**src/rtl/traffic_pkg.sv**
```systemverilog
// Shared lamp encodings, fault codes, FSM states and pattern helpers
// for the two-street traffic safety monitor.
package traffic_pkg;

  // Lamp vectors: [2]=green, [1]=yellow, [0]=red
  localparam logic [2:0] LAMP_G   = 3'b100;
  localparam logic [2:0] LAMP_Y   = 3'b010;
  localparam logic [2:0] LAMP_R   = 3'b001;
  localparam logic [2:0] LAMP_OFF = 3'b000;

  // Fault codes reported on fault_code
  localparam logic [1:0] FC_NONE     = 2'd0;
  localparam logic [1:0] FC_ENCODING = 2'd1;
  localparam logic [1:0] FC_CONFLICT = 2'd2;
  localparam logic [1:0] FC_SEQUENCE = 2'd3;

  typedef enum logic [1:0] {
    STARTUP = 2'd0,
    PASS    = 2'd1,
    FLASH   = 2'd2
  } state_e;

  // True when exactly one lamp of the vector is lit
  function automatic logic is_onehot(input logic [2:0] v);
    case (v)
      LAMP_G, LAMP_Y, LAMP_R: is_onehot = 1'b1;
      default:                is_onehot = 1'b0;
    endcase
  endfunction

  // True for the only permitted colour steps: G->Y, Y->R, R->G
  function automatic logic step_ok(input logic [2:0] prev_v, input logic [2:0] cur_v);
    step_ok = ((prev_v == LAMP_G) && (cur_v == LAMP_Y)) ||
              ((prev_v == LAMP_Y) && (cur_v == LAMP_R)) ||
              ((prev_v == LAMP_R) && (cur_v == LAMP_G));
  endfunction

endpackage

```
**src/rtl/traffic_safety_monitor_blink.sv**
```systemverilog
// Flashing-yellow phase generator. phase_on is the phase the lamps must
// show in the cycle after the coming clock edge, so the parent can register
// its lamp outputs from it with no extra latency. While enable is low the
// generator idles in the "on" phase, so a new flash always starts lit.
module lamp_blink_gen
  import traffic_pkg::*;
#(
  parameter int unsigned BLINK_HALF = 3
) (
  input  logic clk,
  input  logic rst_n,
  input  logic enable,
  output logic phase_on
);

  localparam int unsigned CW = (BLINK_HALF > 1) ? $clog2(BLINK_HALF) : 1;
  localparam logic [CW-1:0] C_LAST = CW'(BLINK_HALF - 1);

  logic [CW-1:0] cnt_q;
  logic          on_q;

  // Look-ahead phase for the next cycle
  always_comb begin
    if (!enable) begin
      phase_on = 1'b1;
    end else if (cnt_q == C_LAST) begin
      phase_on = !on_q;
    end else begin
      phase_on = on_q;
    end
  end

  // Half-period counter; toggles the phase every BLINK_HALF enabled cycles
  always_ff @(posedge clk) begin
    if (!rst_n) begin
      cnt_q <= '0;
      on_q  <= 1'b1;
    end else if (!enable) begin
      cnt_q <= '0;
      on_q  <= 1'b1;
    end else if (cnt_q == C_LAST) begin
      cnt_q <= '0;
      on_q  <= !on_q;
    end else begin
      cnt_q <= cnt_q + CW'(1);
      on_q  <= on_q;
    end
  end

endmodule

```
**src/rtl/traffic_safety_monitor.sv**
```systemverilog
// Safety monitor behind the traffic light controller: passes legal lamp
// patterns through with one cycle of latency, filters short glitches, and
// on a confirmed violation latches a fault and flashes yellow on both
// streets until software clears it.
module traffic_safety_monitor
  import traffic_pkg::*;
#(
  parameter int unsigned STARTUP_CYC   = 4,
  parameter int unsigned FAULT_CONFIRM = 2,
  parameter int unsigned BLINK_HALF    = 3
) (
  input  logic       clk,
  input  logic       rst_n,
  input  logic [2:0] street_a_in,
  input  logic [2:0] street_b_in,
  input  logic       clear_fault,
  output logic [2:0] lamp_a,
  output logic [2:0] lamp_b,
  output logic       fault,
  output logic [1:0] fault_code
);

  localparam int unsigned ST_W = (STARTUP_CYC > 1) ? $clog2(STARTUP_CYC) : 1;
  localparam int unsigned VC_W = $clog2(FAULT_CONFIRM + 1);
  localparam logic [ST_W-1:0] ST_LAST = ST_W'(STARTUP_CYC - 1);
  localparam logic [VC_W-1:0] VC_MAX  = VC_W'(FAULT_CONFIRM);

  state_e          state_q;
  logic [ST_W-1:0] st_cnt_q;
  logic [VC_W-1:0] viol_cnt_q;
  logic [VC_W-1:0] viol_cnt_d;
  logic [2:0]      prev_a_q;
  logic [2:0]      prev_b_q;
  logic            first_q;
  logic [2:0]      lamp_a_q;
  logic [2:0]      lamp_b_q;
  logic            fault_q;
  logic [1:0]      code_q;

  logic            conflict_s;
  logic            encoding_s;
  logic            seq_a_s;
  logic            seq_b_s;
  logic            sequence_s;
  logic            violation_s;
  logic [1:0]      code_s;
  logic            phase_on_s;

  lamp_blink_gen #(
    .BLINK_HALF (BLINK_HALF)
  ) u_blink (
    .clk      (clk),
    .rst_n    (rst_n),
    .enable   (state_q == FLASH),
    .phase_on (phase_on_s)
  );

  // Classify the current inputs; conflict outranks encoding outranks sequence
  always_comb begin
    conflict_s  = (street_a_in[0] == 1'b0) && (street_b_in[0] == 1'b0);
    encoding_s  = !is_onehot(street_a_in) || !is_onehot(street_b_in);
    seq_a_s     = is_onehot(street_a_in) && (street_a_in != prev_a_q) &&
                  !step_ok(prev_a_q, street_a_in);
    seq_b_s     = is_onehot(street_b_in) && (street_b_in != prev_b_q) &&
                  !step_ok(prev_b_q, street_b_in);
    // The first PASS cycle has no trusted history to compare against
    sequence_s  = !first_q && (seq_a_s || seq_b_s);
    violation_s = conflict_s || encoding_s || sequence_s;
    if (conflict_s) begin
      code_s = FC_CONFLICT;
    end else if (encoding_s) begin
      code_s = FC_ENCODING;
    end else if (sequence_s) begin
      code_s = FC_SEQUENCE;
    end else begin
      code_s = FC_NONE;
    end
    if (viol_cnt_q == VC_MAX) begin
      viol_cnt_d = VC_MAX;
    end else begin
      viol_cnt_d = viol_cnt_q + VC_W'(1);
    end
  end

  // Monitor FSM with registered lamp, fault and code outputs
  always_ff @(posedge clk) begin
    if (!rst_n) begin
      state_q    <= STARTUP;
      st_cnt_q   <= '0;
      viol_cnt_q <= '0;
      prev_a_q   <= LAMP_R;
      prev_b_q   <= LAMP_R;
      first_q    <= 1'b1;
      lamp_a_q   <= LAMP_R;
      lamp_b_q   <= LAMP_R;
      fault_q    <= 1'b0;
      code_q     <= FC_NONE;
    end else begin
      case (state_q)
        STARTUP: begin
          lamp_a_q   <= LAMP_R;
          lamp_b_q   <= LAMP_R;
          viol_cnt_q <= '0;
          if (st_cnt_q == ST_LAST) begin
            state_q  <= PASS;
            st_cnt_q <= '0;
            prev_a_q <= street_a_in;
            prev_b_q <= street_b_in;
            first_q  <= 1'b1;
          end else begin
            st_cnt_q <= st_cnt_q + ST_W'(1);
          end
        end
        PASS: begin
          first_q <= 1'b0;
          if (violation_s) begin
            if (viol_cnt_d == VC_MAX) begin
              state_q    <= FLASH;
              fault_q    <= 1'b1;
              code_q     <= code_s;
              viol_cnt_q <= '0;
              lamp_a_q   <= phase_on_s ? LAMP_Y : LAMP_OFF;
              lamp_b_q   <= phase_on_s ? LAMP_Y : LAMP_OFF;
            end else begin
              viol_cnt_q <= viol_cnt_d;
            end
          end else begin
            lamp_a_q   <= street_a_in;
            lamp_b_q   <= street_b_in;
            prev_a_q   <= street_a_in;
            prev_b_q   <= street_b_in;
            viol_cnt_q <= '0;
          end
        end
        FLASH: begin
          viol_cnt_q <= '0;
          // Only release into a restart when the inputs are at least sane
          if (clear_fault && !conflict_s && !encoding_s) begin
            state_q  <= STARTUP;
            st_cnt_q <= '0;
            fault_q  <= 1'b0;
            code_q   <= FC_NONE;
            lamp_a_q <= LAMP_R;
            lamp_b_q <= LAMP_R;
          end else begin
            lamp_a_q <= phase_on_s ? LAMP_Y : LAMP_OFF;
            lamp_b_q <= phase_on_s ? LAMP_Y : LAMP_OFF;
          end
        end
        default: begin
          state_q  <= STARTUP;
          st_cnt_q <= '0;
          lamp_a_q <= LAMP_R;
          lamp_b_q <= LAMP_R;
        end
      endcase
    end
  end

  assign lamp_a     = lamp_a_q;
  assign lamp_b     = lamp_b_q;
  assign fault      = fault_q;
  assign fault_code = code_q;

endmodule

```
**config.mk**
```make
export PLATFORM = sky130hd
export DESIGN_NAME = traffic_safety_monitor
export DESIGN_NICKNAME = d
export VERILOG_FILES = /design/src/rtl/traffic_pkg.sv /design/src/rtl/traffic_safety_monitor_blink.sv /design/src/rtl/traffic_safety_monitor.sv
export SDC_FILE = /design/constraint.sdc
export NUM_CORES = 1
export LEC_CHECK = 0
export ABC_AREA = 1
export BUFFER_PORTS_ARGS = -buffer_cell sky130_fd_sc_hd__buf_2
export CORE_ASPECT_RATIO = 1.75
export CORE_MARGIN = 4
export CORE_UTILIZATION = 52
export CTS_CLUSTER_SIZE = 28
export DETAILED_ROUTE_END_ITERATION = 10
export MAX_ROUTING_LAYER = met4
export PLACE_DENSITY = 0.71
export SYNTH_ARGS = -nofsm -noshare
export SYNTH_HDL_FRONTEND = slang
export SYNTH_SLANG_ARGS = --single-unit
```
**constraint.sdc**
```tcl
create_clock -name clk -period 1.6 [get_ports clk]
set_input_delay 0 -clock clk [delete_from_list [all_inputs] [get_ports clk]]
set_output_delay 0 -clock clk [all_outputs]
set_load 0.01 [all_outputs]
```
==> flow_metrics.py, run 1 <==
metrics = {
    "routing": {
        "drc": 0,
        "vias_per_cell": 5.165,
        "routed_wl_mm": 3.651,
        "antenna_left": 0,
        "routedWlPerCell_um": 12.86,
        "drt_iter0_drc": 15,
        "vias": 1467,
        "dr.pass1.iters": 4,
    },
    "placed_design": {
        "place_ws_ns": -0.01054,
        "gp_congestion": 0.8663,
        "dp_hpwl_mm": 2.710,
        "numPortBuffers": 17,
        "placed_area_um2": 1730,
        "placed_cells": 275,
    },
    "timing": {
        "fin_crit_sh_pct": 98.29,
        "fin_ws_ns": 0.02734,
        "rsz0062_at_grt": "true",
        "setup_viol_count_final": 0,
        "fin_crit_ns": 1.573,
        "final_hold_viol_count": 0,
        "tightest_slew_ns": 0.5089,
        "fmax_mhz": 635.9,
        "slew_viol_final": 0,
        "fin_worst_skew_ns": 0.002877,
        "max_slew_margin_pct": 66.04,
    },
    "cts": {
        "ctsLongestPathBuffers": 2,
        "postCtsHoldBufs": 0,
        "cts_buffers": 3,
        "cts-root-buf": "clkbuf_8",
        "cts_tree": "done",
        "cts-htree-levels": 1,
        "cts.sinks": 25,
        "insertion_delay_ns": 0.27,
        "clkTransAtPathRegs_ns": 0.08,
    },
    "yosys": {
        "synthTopCellsByCount": "53 x nand2_1, 29 x inv_1, 25 x dfxtp_1",
        "yosysMostFrequentCell": "nand2_1",
        "yosys.area.top_type": "dfxtp_1",
        "synth.distinct_cells": 33,
        "synth_nets": 238,
        "synth-edff-count": 0,
        "async_flop_share_pct": 0,
        "synth_area_leaders": "dfxtp_1 32%, nand2_1 13%, inv_1 7.0%",
        "synth_ff_type": "dfxtp_1",
        "yosysWarnings": 0,
        "synthesis.area_um2": 1548,
        "syn_inst": 222,
        "synth.avg_cell_area_um2": 6.972,
        "yosys.area.top_type_share_pct": 32.34,
        "synth_seq_area_share_pct": 32.34,
        "synth_seq_cells": 25,
    },
    "die": {
        "ios": 18,
        "die_x_um": 49.24,
        "die-area_um2": 3948,
        "num_rows": 26,
        "design.core.area_um2": 2895,
        "die_y_um": 80.17,
        "initial_core_util_pct": 53.46,
    },
    "grt": {
        "grt_usage_pct": 19.98,
        "antenna_found_initial": 0,
        "grt_max_degree": 15,
        "grt_pass1_vias": 1471,
        "grt_pass1_wl_mm": 6.078,
        "grt-ovfl-total": 0,
    },
    "finish": {
        "fillers": 282,
        "stdcell_count": 284,
        "fin_area_um2": 1884,
        "n_antenna_cell": 0,
        "nets": 273,
        "drive_above_1_share_pct": 33.59,
        "synthToLayoutAreaGrowth_pct": 21.75,
        "utilization_pct": 65.08,
    },
    "setup_path": {
        "path_class": "reg2reg",
        "rr_endpoint": "lamp_b[1]",
        "r2r_cells": 15,
        "cp-endpoint": "lamp_b[1]",
        "rrSetupSlack_ns": 0.03,
        "critPathCaptureType": "flip-flop",
        "crit_start": "prev_b_q[2]",
        "rr_startpoint": "prev_b_q[2]",
        "cp_max_fo": 7,
        "arrival_ns": 1.78,
        "startpoint_type": "flip-flop",
        "cp.required_ns": 1.81,
    },
    "job": {
        "cap_violations": 0,
    },
    "power": {
        "vdd_drop_max_v": 0.0008493,
        "p_leak_nw": 0.9227,
        "total_power_mw": 2.568,
        "powerDensity_nw_per_um2": 1363,
    },
    "min_path": {
        "hold_path_class": "in2reg",
    },
    "status": {
        "status": "complete, no violations",
    },
}
## cell families after synthesis
group,Yosys count,synth area share [%]
compound gates,32,11.72
xor+xnor,3,1.698
fa+ha+maj,7,5.659
buf+inv,37,9.700
flops,25,32.34
simple gates,118,38.88
## how the worst min path moves through the flow
stage	end	slack, ns	startpoint	depth (start not counted)
final	prev_b_q[2]	0.04	street_b_in[2]	3
after global routing	prev_b_q[2]	0.06	street_b_in[2]	3
after CTS	prev_b_q[2]	0.04	street_b_in[2]	3
after detailed placement	prev_b_q[2]	0.33	street_b_in[2]	3
after global placement	lamp_a[2]	0.33	street_a_in[2]	3
after floorplan	prev_a_q[0]	0.13	street_a_in[0]	2
## per-layer routing
layer  wire, um  part of all wire (%)  vias up  GRT usage (%)
li1           -                     -      779              -
met1       1372                    38      671          18.64
met2       2171                    59       12          39.11
met3         57                   1.6        5          2.412
met4         50                   1.4        0          9.687
met5          0                     0        -              -
## layout make-up
cell class | count | area [um^2] | share of cell area, %
inverters | 34 | 132.6 | 7.038
clock buffers | 3 | 41.29 | 2.191
flip-flops and latches | 25 | 510.5 | 27.09
well taps | 28 | 35.03 | 1.859
clock inverters | 1 | 5.005 | 0.2656
multi-input cells | 161 | 958.4 | 50.86
repair buffers | 32 | 201.4 | 10.69
## registers in the layout, summed over array words and instances (netlist names)
signal and cells:
fault 1, prev_a_q 3, viol_cnt_q 2, u_blink.cnt_q 2
st_cnt_q 2, first_q 1, fault_code 2, u_blink.on_q 1
state_q 2, lamp_b 3, lamp_a 3, prev_b_q 3
## worst max-delay path, stage by stage, from the launching register on
cell and delay, ns:
dfxtp_4 0.37, inv_2 0.06, nand2_1 0.06, nor2_2 0.10, nand2_1 0.07, nand2_1 0.05, nor2_1 0.04, nand2_1 0.07
nand2_2 0.08, nand2_4 0.11, nand2_4 0.07, nand2_4 0.09, inv_6 0.05, nor2_4 0.10, nand2_2 0.08, a21oi_2 0.11
## power by group
part / total [mW] / switching, mW / internal, mW / leakage [nW]
Sequential: 0.882 / 0.0997 / 0.782 / 0.206
Clock: 0.373 / 0.199 / 0.174 / 0.0255
Combinational: 1.31 / 0.775 / 0.537 / 0.692
## timing repair
item                       in CTS  in global routing
pin swaps                       0                  2
setup endpoints to repair       5                 17
gates resized for setup         1                 29
cloned                          0                  1
setup buffers                   0                  4
## cells in the final DEF (no fill, tap or decap), types with 2 or more instances in the layout
| master | netlist | layout |
|---|---|---|
| o21ai_1 | 5 | 7 |
| clkbuf_8 | 0 | 3 |
| nand2_2 | 3 | 7 |
| nor2_4 | 1 | 2 |
| buf_4 | 0 | 14 |
| inv_1 | 29 | 24 |
| xor2_1 | 3 | 2 |
| nand2_1 | 53 | 49 |
| nand4_1 | 5 | 5 |
| a21oi_2 | 3 | 4 |
| nor2_1 | 23 | 20 |
| o21ai_0 | 4 | 2 |
| a21oi_1 | 16 | 15 |
| dfxtp_1 | 25 | 19 |
| inv_2 | 4 | 9 |
| dfxtp_2 | 0 | 5 |
| buf_2 | 1 | 17 |
| nor3_2 | 1 | 2 |
| nand2_4 | 5 | 6 |
| ha_1 | 7 | 6 |
| nor3_1 | 3 | 2 |
| nor4_1 | 2 | 2 |
| nand3_1 | 13 | 13 |
| nor2_2 | 3 | 5 |
| nand3_2 | 2 | 2 |
## through the flow
stage                     TNS (ns)  hold slack (ns)
after detailed placement  -0.03159           0.3262
after CTS                        0          0.03582
after floorplan                  0           0.1326
final                            0          0.04191
after global placement    -0.05974           0.3265
after global routing        -1.202          0.06201
Power figures use the tool's default switching activity.
==> run 2: changes to the inputs <==
- RECOVER_POWER: unset -> 25
==> run 2 against run 1 <==
Wire length about the same. Core utilization down 0.17 points. Cell count unchanged. Register-to-register slack about the same. Via count unchanged. Clock power about the same. Hold slack unchanged. Cell area down 0.27%. Critical path depth unchanged. Flip-flop and latch count unchanged. Critical endpoint unchanged. Highest routed layer unchanged.
==> flow_metrics.py, run 2 (synthesis gave the netlist of run 1 again) <==
metrics = {
    "status": {
        "status": "complete, no violations",
    },
    "timing": {
        "whs_ns": 0.04191,
        "setup_viol_count_final": 0,
        "fin_crit_ns": 1.572,
        "rsz0062_at_grt": "true",
        "tightest_slew_ns": 0.5089,
        "slew_viol_final": 0,
        "max_slew_margin_pct": 66.04,
        "fin_ws_ns": 0.02752,
        "fin_worst_skew_ns": 0.003023,
        "fmax_mhz": 635.9,
        "tns_ns": 0,
        "fin_crit_sh_pct": 98.28,
        "final_hold_viol_count": 0,
    },
    "grt": {
        "grt_use_met1_pct": 18.64,
        "grt-ovfl-total": 0,
        "use_met2_pct": 39.11,
        "use_met3_pct": 2.412,
        "antenna_found_initial": 0,
        "grt_usage_pct": 19.98,
        "grt_pass1_wl_mm": 6.078,
        "grt_max_degree": 15,
        "top_usage_layer": "met2",
        "grt_pass1_vias": 1471,
    },
    "finish": {
        "n_antenna_cell": 0,
        "stdcell_count": 284,
        "final_cell_mix": "49 x nand2_1, 24 x inv_1, 20 x nor2_1, 19 x dfxtp_1, 15 x a21oi_1",
        "drive_above_1_share_pct": 32.03,
        "nets": 273,
        "fillers": 283,
        "layout_commonest_cell": "nand2_1",
        "synthToLayoutAreaGrowth_pct": 21.42,
        "utilization_pct": 64.91,
        "fin_area_um2": 1879,
    },
    "cts": {
        "insertion_delay_ns": 0.27,
        "ctsLongestPathBuffers": 2,
        "clkTransAtPathRegs_ns": 0.09,
        "postCtsHoldBufs": 0,
        "cts_tree": "done",
        "cts.sinks": 25,
        "cts_buffers": 3,
        "cts-root-buf": "clkbuf_8",
        "cts-htree-levels": 1,
    },
    "routing": {
        "drc": 0,
        "antenna_left": 0,
        "dr.pass1.iters": 4,
        "drt_iter0_drc": 16,
        "routedWlPerCell_um": 12.86,
        "routed_wl_mm": 3.653,
        "vias": 1467,
        "vias_per_cell": 5.165,
    },
    "setup_path": {
        "rr_startpoint": "prev_b_q[2]",
        "cpMaxStageDelayCell": "dfxtp_4",
        "cp.required_ns": 1.81,
        "crit_chain": "inv_2 > nand2_1 > nor2_2 > nand2_1 > nand2_1 > nor2_1 > nand2_1 > nand2_2 > nand2_4 > nand2_4 > nand2_4 > inv_6 > nor2_4 > nand2_2 > a21oi_2",
        "path_class": "reg2reg",
        "critPathCaptureType": "flip-flop",
        "cp_max_fo": 7,
        "cp.buffers_inverters": 2,
        "max_stage_delay_ns": 0.37,
        "startpoint_type": "flip-flop",
        "crit_start": "prev_b_q[2]",
        "cp_common_cell": "nand2_1",
        "cp_top_family": "simple AND/OR/NAND/NOR gates",
        "arrival_ns": 1.78,
    },
    "die": {
        "initial_core_util_pct": 53.46,
        "num_rows": 26,
        "die_y_um": 80.17,
        "die_x_um": 49.24,
        "die-area_um2": 3948,
        "ios": 18,
        "design.core.area_um2": 2895,
    },
    "min_path": {
        "hold_path_class": "in2reg",
        "hp-start": "street_b_in[2]",
    },
    "placed_design": {
        "gp_congestion": 0.8663,
        "place_ws_ns": -0.01054,
        "placed_cells": 275,
        "numPortBuffers": 17,
        "dp_hpwl_mm": 2.710,
        "placed_area_um2": 1730,
    },
    "power": {
        "total_power_mw": 2.564,
        "p_leak_nw": 0.9054,
        "powerDensity_nw_per_um2": 1364,
        "vdd_drop_max_v": 0.0008499,
    },
    "job": {
        "cap_violations": 0,
    },
}
-- run 2: worst paths after layout --
kind | slack [ns] | to | cells after the start
min | 0.04 | prev_b_q[2] | 3
min reg2reg | 0.42 | u_blink.cnt_q[0] | 1
max | 0.03 | lamp_b[1] | 15
max reg2reg | 0.03 | lamp_b[1] | 15
-- run 2: worst reg2reg max path, stage by stage (launching register included) --
cell and delay, ns:
dfxtp_4 0.37, inv_2 0.06, nand2_1 0.06, nor2_2 0.10
nand2_1 0.07, nand2_1 0.05, nor2_1 0.04, nand2_1 0.07
nand2_2 0.08, nand2_4 0.11, nand2_4 0.07, nand2_4 0.09
inv_6 0.05, nor2_4 0.10, nand2_2 0.08, a21oi_2 0.11
-- run 2: per-layer routing --
| layer | wire [um] | part of all wire (%) |
|---|---|---|
| met5 | 0 | 0 |
| met4 | 50 | 1.4 |
| met3 | 57 | 1.6 |
| met2 | 2171 | 59 |
| met1 | 1374 | 38 |
-- run 2: area by class of cell --
class / instances / area (um^2) / area share [%]
Timing Repair Buffer: 32 / 196.4 / 10.45
Inverter: 34 / 132.6 / 7.057
Clock inverter: 1 / 5.005 / 0.2663
Multi-Input combinational cell: 161 / 958.4 / 51.00
Clock buffer: 3 / 41.29 / 2.197
Sequential cell: 25 / 510.5 / 27.16
Tap cell: 28 / 35.03 / 1.864
-- run 2: power by group --
group          total [mW]  leakage (nW)  internal (mW)  switching (mW)
sequential          0.883         0.206          0.782           0.100
combinational        1.31         0.674          0.532           0.776
clock               0.373        0.0255          0.174           0.199
total                2.56         0.905           1.49            1.07
-- run 2: what timing repair did --
action                                  CTS  global route
pin swaps                                 0             2
endpoints found under the setup margin    5            17
cloned                                    0             1
setup buffers                             0             4
resized for setup                         1            29
==> run 3: changes to the inputs <==
- CORE_UTILIZATION: 52 -> 57
- PLACE_DENSITY: 0.71 -> 0.74
- clock period: 1.6 -> 1.8 ns (I/O delays scaled with it)
==> run 3 against run 2 <==
Sequential power is 11% lower. Clock-buffer cell count stayed put. Wire length is 3.8% lower. Register-to-register slack better by 0.12 ns. Flip-flop and latch count stayed put. Maximum frequency is 5.0% lower. Clock power is 6.7% lower. Total power is 19% lower. Largest power group unchanged.
==> flow_metrics.py, run 3 (synthesis gave the netlist of run 1 again) <==
metrics = {
    "grt": {
        "grt-ovfl-total": 0,
        "grt_pass1_wl_mm": 6.203,
        "grt_max_degree": 16,
        "grt_pass1_vias": 1465,
        "grt_usage_pct": 23.14,
        "antenna_found_initial": 0,
    },
    "timing": {
        "tightest_slew_ns": 0.4986,
        "max_slew_margin_pct": 66.73,
        "fin_worst_skew_ns": 0.004691,
        "fmax_mhz": 604.2,
        "setup_viol_count_final": 0,
        "slew_viol_final": 0,
        "fin_crit_sh_pct": 91.94,
        "tns_ns": 0,
        "final_hold_viol_count": 0,
        "fin_crit_ns": 1.655,
        "rsz0062_at_grt": "false",
        "fin_ws_ns": 0.1450,
        "whs_ns": 0.01923,
    },
    "finish": {
        "drive_above_1_share_pct": 17.84,
        "layout_commonest_cell": "nand2_1",
        "n_antenna_cell": 0,
        "synthToLayoutAreaGrowth_pct": 9.943,
        "nets": 258,
        "final_cell_mix": "53 x nand2_1, 29 x inv_1, 24 x dfxtp_1, 23 x nor2_1, 15 x a21oi_1",
    },
    "placed_design": {
        "numPortBuffers": 17,
        "gp_congestion": 0.8640,
        "dp_hpwl_mm": 2.753,
        "place_ws_ns": 0.1006,
    },
    "power": {
        "p_leak_nw": 0.8186,
        "powerDensity_nw_per_um2": 1220,
        "switching_share_pct": 43.39,
        "p_int_mw": 1.176,
        "p_clk_share_pct": 16.8,
        "combPwrFrac_pct": 45.4,
        "p_sw_mw": 0.9011,
        "seq_power_share_pct": 37.8,
        "vdd_drop_max_v": 0.0007261,
    },
    "cts": {
        "insertion_delay_ns": 0.28,
        "post_cts_buffers": 0,
        "cts.sinks": 25,
        "ctsLongestPathBuffers": 2,
        "cts-htree-levels": 1,
        "cts-root-buf": "clkbuf_8",
        "cts_buffers": 3,
        "clkTransAtPathRegs_ns": 0.09,
        "cts_tree": "done",
        "postCtsHoldBufs": 0,
    },
    "setup_path": {
        "cp.required_ns": 1.95,
        "rr_startpoint": "prev_b_q[2]",
        "rr_endpoint": "lamp_a[1]",
        "arrival_ns": 1.81,
        "path_class": "reg2reg",
        "r2r_cells": 15,
        "crit_chain": "inv_1 > nand2_1 > nor2_1 > nand2_1 > nand2_1 > nor2_1 > nand2_1 > nand2_2 > nand2_4 > nand2_4 > nand2_4 > inv_4 > nor2_4 > nand2_1 > a21oi_2",
        "rrSetupSlack_ns": 0.15,
        "cp_max_fo": 7,
        "startpoint_type": "flip-flop",
        "cp_common_cell": "nand2_1",
        "max_stage_delay_ns": 0.41,
        "critPathCaptureType": "flip-flop",
        "cpMaxStageDelayCell": "dfxtp_1",
    },
    "routing": {
        "drc": 0,
        "vias": 1467,
        "drt_iter0_drc": 36,
        "routed_wl_mm": 3.514,
        "vias_per_cell": 5.494,
        "dr.pass1.iters": 4,
        "routedWlPerCell_um": 13.16,
        "antenna_left": 0,
    },
    "die": {
        "die_x_um": 47.39,
        "die-area_um2": 3646,
        "initial_core_util_pct": 60.64,
        "die_y_um": 76.94,
        "ios": 18,
        "design.core.area_um2": 2552,
        "num_rows": 24,
    },
    "min_path": {
        "hp-start": "rst_n",
        "hold_depth": 2,
        "worst_hold_path.endpoint": "u_blink.on_q",
        "hold_path_class": "in2reg",
    },
    "job": {
        "cap_violations": 0,
    },
    "status": {
        "status": "complete, no violations",
    },
}
## run 3: area by class of cell
cell class                 instances  area [um^2]
tap                               26        32.53
timing repair buffer              18        82.58
fill                             231        850.8
clock inverter                     1        7.507
clock buffer                       3        41.29
sequential                        25        501.7
multi-input combinational        160        905.9
inverter                          34        130.1
## run 3: what timing repair did
item                       in CTS  in global routing
gates resized for setup         0                  3
setup endpoints to repair       0                 10
hold endpoints to repair        0                  0
## run 3: worst max-delay path by stage
stage	startpoint	endpoint	slack (ns)	depth (start not counted)
after global routing	state_q[0]	prev_b_q[2]	0.005	9
after floorplan	state_q[1]	prev_a_q[2]	0.25	10
after detailed placement	state_q[0]	prev_a_q[1]	0.10	9
after global placement	prev_b_q[1]	prev_a_q[1]	0.20	13
after CTS	state_q[0]	prev_a_q[1]	0.04	9
final	prev_b_q[2]	lamp_a[1]	0.15	15
## run 3: through the flow
| step | power [mW] | util (%) | instances | instance area, um^2 |
|---|---|---|---|---|
| final | 2.077 | 66.67 | 267 | 1702 |
| after global routing | 2.260 | 66.67 | 267 | 1702 |
| after CTS | 2.075 | 66.67 | 267 | 1702 |
| after detailed placement | 1.725 | 64.75 | 263 | 1653 |
| after global placement | 1.681 | 64.75 | 263 | 1653 |
| after floorplan | 1.514 | - | 222 | 1548 |
## run 3: power by group through the flow
stage	combinational [mW]	sequential [mW]	clock, mW
floorplan	0.722	0.793	0
global placement	0.899	0.782	0
detailed placement	0.932	0.793	0
CTS	0.938	0.780	0.356
global route	1.09	0.799	0.374
finish	0.943	0.785	0.348
## run 3: metal layers
metal	vias up	global-route usage, %	share of wire (%)
met4	0	9.141	2.0
met5	-	-	0
li1	751	-	-
met3	7	2.108	3.0
met2	31	41.53	56
met1	678	23.66	38
## run 3: critical path, delay by kind of cell (launching register included)
family	cells	cell delay [ns]
and+or+nand+nor	12	0.89
DFF	1	0.41
buffers and inverters	2	0.19
AOI/OAI and AO/OA	1	0.05
